File: config.mk
export PLATFORM = sky130hd
export DESIGN_NAME = rf_writeback
export DESIGN_NICKNAME = d
export VERILOG_FILES = /design/src/rtl/rv_rf_pkg.sv /design/src/rtl/rf_writeback_wb_fifo.sv /design/src/rtl/rf_writeback.sv
export SDC_FILE = /design/constraint.sdc
export NUM_CORES = 1
export LEC_CHECK = 0
export CAP_MARGIN = 0
export CELL_PAD_IN_SITES_DETAIL_PLACEMENT = 1
export CELL_PAD_IN_SITES_GLOBAL_PLACEMENT = 1
export CORE_ASPECT_RATIO = 1.4
export CORE_MARGIN = 5
export CORE_UTILIZATION = 35
export DETAILED_ROUTE_END_ITERATION = 12
export GPL_TIMING_DRIVEN = 1
export PLACE_DENSITY_LB_ADDON = 0.12
export SETUP_SLACK_MARGIN = 0.2
export SLEW_MARGIN = 10
export SYNTH_ARGS = -nofsm -noshare
export SYNTH_HDL_FRONTEND = slang
export SYNTH_SLANG_ARGS = --single-unit
export TNS_END_PERCENT = 50
File: constraint.sdc
create_clock -name clk_i -period 2.9 [get_ports clk_i]
set_input_delay 0.58 -clock clk_i [delete_from_list [all_inputs] [get_ports clk_i]]
set_output_delay 0.58 -clock clk_i [all_outputs]
set_load 0.01 [all_outputs]
File: src/rtl/rv_rf_pkg.sv
// Shared register-file constants and the write-back entry format used by
// the RF write-side controller and its LSU result buffer.
package rv_rf_pkg;

    localparam int XLEN       = 32;
    localparam int REG_ADDR_W = 5;
    localparam int NUM_REGS   = 32;

    localparam logic [REG_ADDR_W-1:0] REG_ZERO = '0;

    typedef struct packed {
        logic [REG_ADDR_W-1:0] rd;
        logic [XLEN-1:0]       wd;
    } wb_entry_t;

endpackage

File: src/rtl/rf_writeback_wb_fifo.sv
// Small synchronous FIFO holding {rd, data} load results until the RF write
// port is free. Storage is not reset; only pointers and occupancy are.
module wb_fifo #(
    parameter int WIDTH = 37,
    parameter int DEPTH = 2
) (
    input  logic             clk_i,
    input  logic             reset,
    input  logic             push_i,
    input  logic [WIDTH-1:0] data_i,
    input  logic             pop_i,
    output logic [WIDTH-1:0] data_o,
    output logic             full_o,
    output logic             empty_o
);

    localparam int PTR_W = (DEPTH > 1) ? $clog2(DEPTH) : 1;
    localparam int CNT_W = $clog2(DEPTH) + 1;
    localparam logic [CNT_W-1:0] FULL_CNT = CNT_W'(DEPTH);

    logic [WIDTH-1:0] mem_q [DEPTH];
    logic [PTR_W-1:0] wptr_q, wptr_d;
    logic [PTR_W-1:0] rptr_q, rptr_d;
    logic [CNT_W-1:0] count_q, count_d;
    logic             push_ok, pop_ok;

    assign full_o  = (count_q == FULL_CNT);
    assign empty_o = (count_q == '0);
    assign data_o  = mem_q[rptr_q];

    // Guard against overflow/underflow even if the caller misbehaves.
    assign push_ok = push_i && !full_o;
    assign pop_ok  = pop_i && !empty_o;

    always_comb begin
        wptr_d  = wptr_q;
        rptr_d  = rptr_q;
        count_d = count_q;
        if (push_ok) wptr_d = wptr_q + 1'b1;
        if (pop_ok)  rptr_d = rptr_q + 1'b1;
        case ({push_ok, pop_ok})
            2'b10:   count_d = count_q + 1'b1;
            2'b01:   count_d = count_q - 1'b1;
            default: count_d = count_q;
        endcase
    end

    always_ff @(posedge clk_i) begin
        if (reset) begin
            wptr_q  <= '0;
            rptr_q  <= '0;
            count_q <= '0;
        end else begin
            wptr_q  <= wptr_d;
            rptr_q  <= rptr_d;
            count_q <= count_d;
        end
    end

    always_ff @(posedge clk_i) begin
        if (push_ok) mem_q[wptr_q] <= data_i;
    end

endmodule

File: src/rtl/rf_writeback.sv
// RF write-port controller: merges ALU results (absolute priority) with
// buffered LSU load results and keeps a pending-load scoreboard for decode.
module rf_writeback
    import rv_rf_pkg::*;
#(
    parameter int LSU_FIFO_DEPTH = 2
) (
    input  logic                  clk_i,
    input  logic                  reset,
    input  logic                  alu_valid_i,
    input  logic [REG_ADDR_W-1:0] alu_rd_i,
    input  logic [XLEN-1:0]       alu_wd_i,
    input  logic                  lsu_valid_i,
    output logic                  lsu_ready_o,
    input  logic [REG_ADDR_W-1:0] lsu_rd_i,
    input  logic [XLEN-1:0]       lsu_wd_i,
    input  logic                  issue_valid_i,
    input  logic [REG_ADDR_W-1:0] issue_rd_i,
    output logic                  issue_ready_o,
    input  logic [REG_ADDR_W-1:0] rs1_i,
    input  logic [REG_ADDR_W-1:0] rs2_i,
    output logic                  hazard_o,
    output logic                  rf_we_o,
    output logic [REG_ADDR_W-1:0] rf_waddr_o,
    output logic [XLEN-1:0]       rf_wd_o,
    output logic [NUM_REGS-1:0]   pending_o
);

    wb_entry_t             lsu_in, lsu_head;
    logic                  fifo_full, fifo_empty;
    logic                  lsu_push, lsu_pop;

    logic                  rf_we_q, rf_we_d;
    logic [REG_ADDR_W-1:0] rf_waddr_q, rf_waddr_d;
    logic [XLEN-1:0]       rf_wd_q, rf_wd_d;
    logic [NUM_REGS-1:0]   pending_q, pending_d;

    assign lsu_in.rd = lsu_rd_i;
    assign lsu_in.wd = lsu_wd_i;

    // Ready depends on occupancy only: no pop-push bypass when full.
    assign lsu_ready_o = !fifo_full;
    assign lsu_push    = lsu_valid_i && lsu_ready_o;
    assign lsu_pop     = !alu_valid_i && !fifo_empty;

    wb_fifo #(
        .WIDTH ($bits(wb_entry_t)),
        .DEPTH (LSU_FIFO_DEPTH)
    ) u_fifo (
        .clk_i   (clk_i),
        .reset   (reset),
        .push_i  (lsu_push),
        .data_i  (lsu_in),
        .pop_i   (lsu_pop),
        .data_o  (lsu_head),
        .full_o  (fifo_full),
        .empty_o (fifo_empty)
    );

    assign issue_ready_o = !pending_q[issue_rd_i];
    assign hazard_o      = pending_q[rs1_i] | pending_q[rs2_i];

    always_comb begin
        rf_we_d    = 1'b0;
        rf_waddr_d = rf_waddr_q;
        rf_wd_d    = rf_wd_q;
        if (alu_valid_i) begin
            rf_we_d    = (alu_rd_i != REG_ZERO);
            rf_waddr_d = alu_rd_i;
            rf_wd_d    = alu_wd_i;
        end else if (lsu_pop) begin
            rf_we_d    = (lsu_head.rd != REG_ZERO);
            rf_waddr_d = lsu_head.rd;
            rf_wd_d    = lsu_head.wd;
        end
    end

    // Clear on LSU commit first so a same-cycle issue to the same rd wins.
    always_comb begin
        pending_d = pending_q;
        if (lsu_pop && lsu_head.rd != REG_ZERO)
            pending_d[lsu_head.rd] = 1'b0;
        if (issue_valid_i && issue_ready_o && issue_rd_i != REG_ZERO)
            pending_d[issue_rd_i] = 1'b1;
    end

    always_ff @(posedge clk_i) begin
        if (reset) begin
            rf_we_q    <= 1'b0;
            rf_waddr_q <= '0;
            rf_wd_q    <= '0;
            pending_q  <= '0;
        end else begin
            rf_we_q    <= rf_we_d;
            rf_waddr_q <= rf_waddr_d;
            rf_wd_q    <= rf_wd_d;
            pending_q  <= pending_d;
        end
    end

    assign rf_we_o    = rf_we_q;
    assign rf_waddr_o = rf_waddr_q;
    assign rf_wd_o    = rf_wd_q;
    assign pending_o  = pending_q;

endmodule
==> qor.yml <==
ys_types: 47
root_buffer: "clkbuf_16"
htreeDepth: 4
status: "complete, no violations"
dp_slack_ns: -0.693
layout.nets: 861
period_minus_slack_ns: 2.74
cts_tree: "built"
cp_top_family: "multiplexers"
cp_data_arrival_time_ns: 2.16
port_buffers: 166
synth_top_cell_by_area: "edfxtp_1"
dpl.hpwl_um: 15900
first_pass_iters: 4
drtAntennaViolNets: 0
place.gp.congestion: 0.877
required_ns: 2.32
dr.first_iter.drc_count: 233
synthFlopType: "dfxtp_1"
grt_pass1_wl_um: 34300
worst_pin_slew_ns: 0.814
coreArea_um2: 18700
die_area_um2: 21900
maxCapViolations: 0
p_leak_uw: 0.00332
slew_headroom_pct: 45.8
hold_path.class: "in -> reg"
die_h_um: 173
grt-ovfl-total: 0
slowest_stage: "mux4_2"
slew_violations: 0
synth-seq-cells: 149
ys_seq_area_share_pct: 56.0
drive_gt1_share_pct: 15.5
finalWorstSetupSlack_ns: 0.162
grt.total_usage_pct: 19.9
dr_total_vias: 5578
clock_latency_ns: 0.42
yosysTopAreaCellShare_pct: 33.4
first_global_vias: 6345
rsz0062_at_grt: "true"
via_per_inst: 5.45
max_freq_ghz: 0.365
slowest_delay_ns: 0.54
irDropWorstVdd_v: 0.000421
path_cells: "clkdlybuf4s15_2, mux4_2, nand2b_4, a31oi_1, o211ai_1, a21o_1, buf_2"
post_drt_wl_per_cell_um: 21.1
syn_area_per_cell_um2: 11.7
critPathKind: "in -> out"
cts_max_path_buffers: 2
hold_ws_ns: 0.435
netlist_area_um2: 6650
yosysWarnings: 0
syn_inst: 570
fillCellCount: 1991
endpoint_kind: "output pin"
final_common_cell: "clkdlybuf4s50_1"
finalWirelength_um: 21600
die_x_um: 126
synth.area.top_cells: "edfxtp_1 (33%), dfxtp_1 (23%), mux2i_1 (6.3%)"
timing.final.crit_share_pct: 94.4
start_util_pct: 35.6
diodes: 0
numClockSinks: 149
drc: 0
setup_viol: 0
cp_max_fo: 4
rows: 59
hold_violations: 0
clock_skew_ns: 0.0129
antenna_found_initial: 1
grt_max_degree: 76
power_uw: 6970
io_pins: 167
power_density_nw_per_um2: 735
clk_pin_slew_ns: 0.06
synth_nets: 665
synthArstFlopShare_pct: 0
cts-hold-fix-buffers: 0
synth_edf_count: 74
mostFrequentLayoutCells: "clkdlybuf4s50_1 (156), nor2_1 (87), edfxtp_1 (74)"
cts_buffers: 17
start_kind: "input pin"
areaGrowthSynthToFinish_pct: 42.7
critPathBufInv: 2
-- registers in the layout, summed over array words and instances, names as in the netlist, named ones only --
name,flops
u_fifo.count_q,2
pending_o,32
rf_we_o,1
u_fifo.rptr_q,1
u_fifo.wptr_q,1
u_fifo.mem_q,74
rf_waddr_o,5
rf_wd_o,32
-- final timing paths --
kind / cells after the start / to / start / slack, ns
setup / recovery: 7 / hazard_o / rs1_i[0] / 0.16
hold / removal: 2 / pending_o[28]$_SDFF_PP0_ / reset / 0.44
setup reg to reg: 8 / pending_o[23]$_SDFF_PP0_ / pending_o[19]$_SDFF_PP0_ / 0.81
hold reg to reg: 2 / flop / u_fifo.rptr_q$_SDFFE_PP0N_ / 0.53
-- Yosys cell counts (12+ instances only) --
cell,count
mux2i_1,42
clkbuf_1,29
nand2_1,12
edfxtp_1,74
dfxtp_1,75
nor2_1,88
o311ai_0,21
o21ai_1,13
mux4_2,17
o21ai_0,20
a211oi_1,36
a21oi_1,47
-- cells by family after synthesis --
| logic type | share of synthesized area (%) |
|---|---|
| XOR/XNOR | 0.527 |
| multiplexers | 15.0 |
| AND/OR/NAND/NOR | 9.66 |
| adder cells (fa/ha/maj) | 0.188 |
| flip-flops | 56.0 |
| buffers and inverters | 3.09 |
| AO/OA/AOI/OAI | 15.5 |
-- layout make-up --
| type | instances | area (um2) | area share [%] |
|---|---|---|---|
| Multi-Input combinational cell | 375 | 2750 | 29.0 |
| Sequential cell | 149 | 3730 | 39.3 |
| Clock buffer | 17 | 425 | 4.49 |
| Inverter | 5 | 18.8 | 0.198 |
| Clock inverter | 15 | 165 | 1.74 |
| Tap cell | 244 | 305 | 3.22 |
| Timing Repair Buffer | 218 | 2090 | 22.1 |
-- report_power, final --
| part | internal, uW | switching [uW] |
|---|---|---|
| registers | 2560 | 148 |
| clock network | 1220 | 966 |
| logic | 877 | 1190 |
| total | 4660 | 2310 |
-- repair_timing --
action,4_1_cts,5_1_grt
resized for setup,32,0
setup buffers,5,0
pin swaps,8,1
setup endpoints to repair,2,2
cloned,2,0
-- worst register-to-register path: stages, from the launching register on --
cell and delay, ns:
dfxtp_1 0.31, buf_4 0.15, mux4_2 0.46, mux2i_1 0.18, o211ai_2 0.13, buf_4 0.15
buf_4 0.13, or2_1 0.33, o21ai_1 0.18
-- layer usage --
layer / vias up / GRT usage (%) / share of wire, %
li1: 2575 / - / -
met1: 2772 / 20.4 / 36
met2: 174 / 36.9 / 54
met3: 55 / 5.46 / 5.8
met4: 2 / 8.90 / 3.4
met5: - / 0 / 0.032
-- metrics by stage --
step	TNS, ns	cell area, um2	utilization [%]	std cells
floorplan	0	6650	-	570
global placement	-1.11	8800	47.1	984
detailed placement	-1.17	8800	47.1	984
CTS	0	9480	50.8	1023
global route	0	9480	50.8	1023
finish	0	9480	50.8	1023
(Power assumes the default switching activity.)
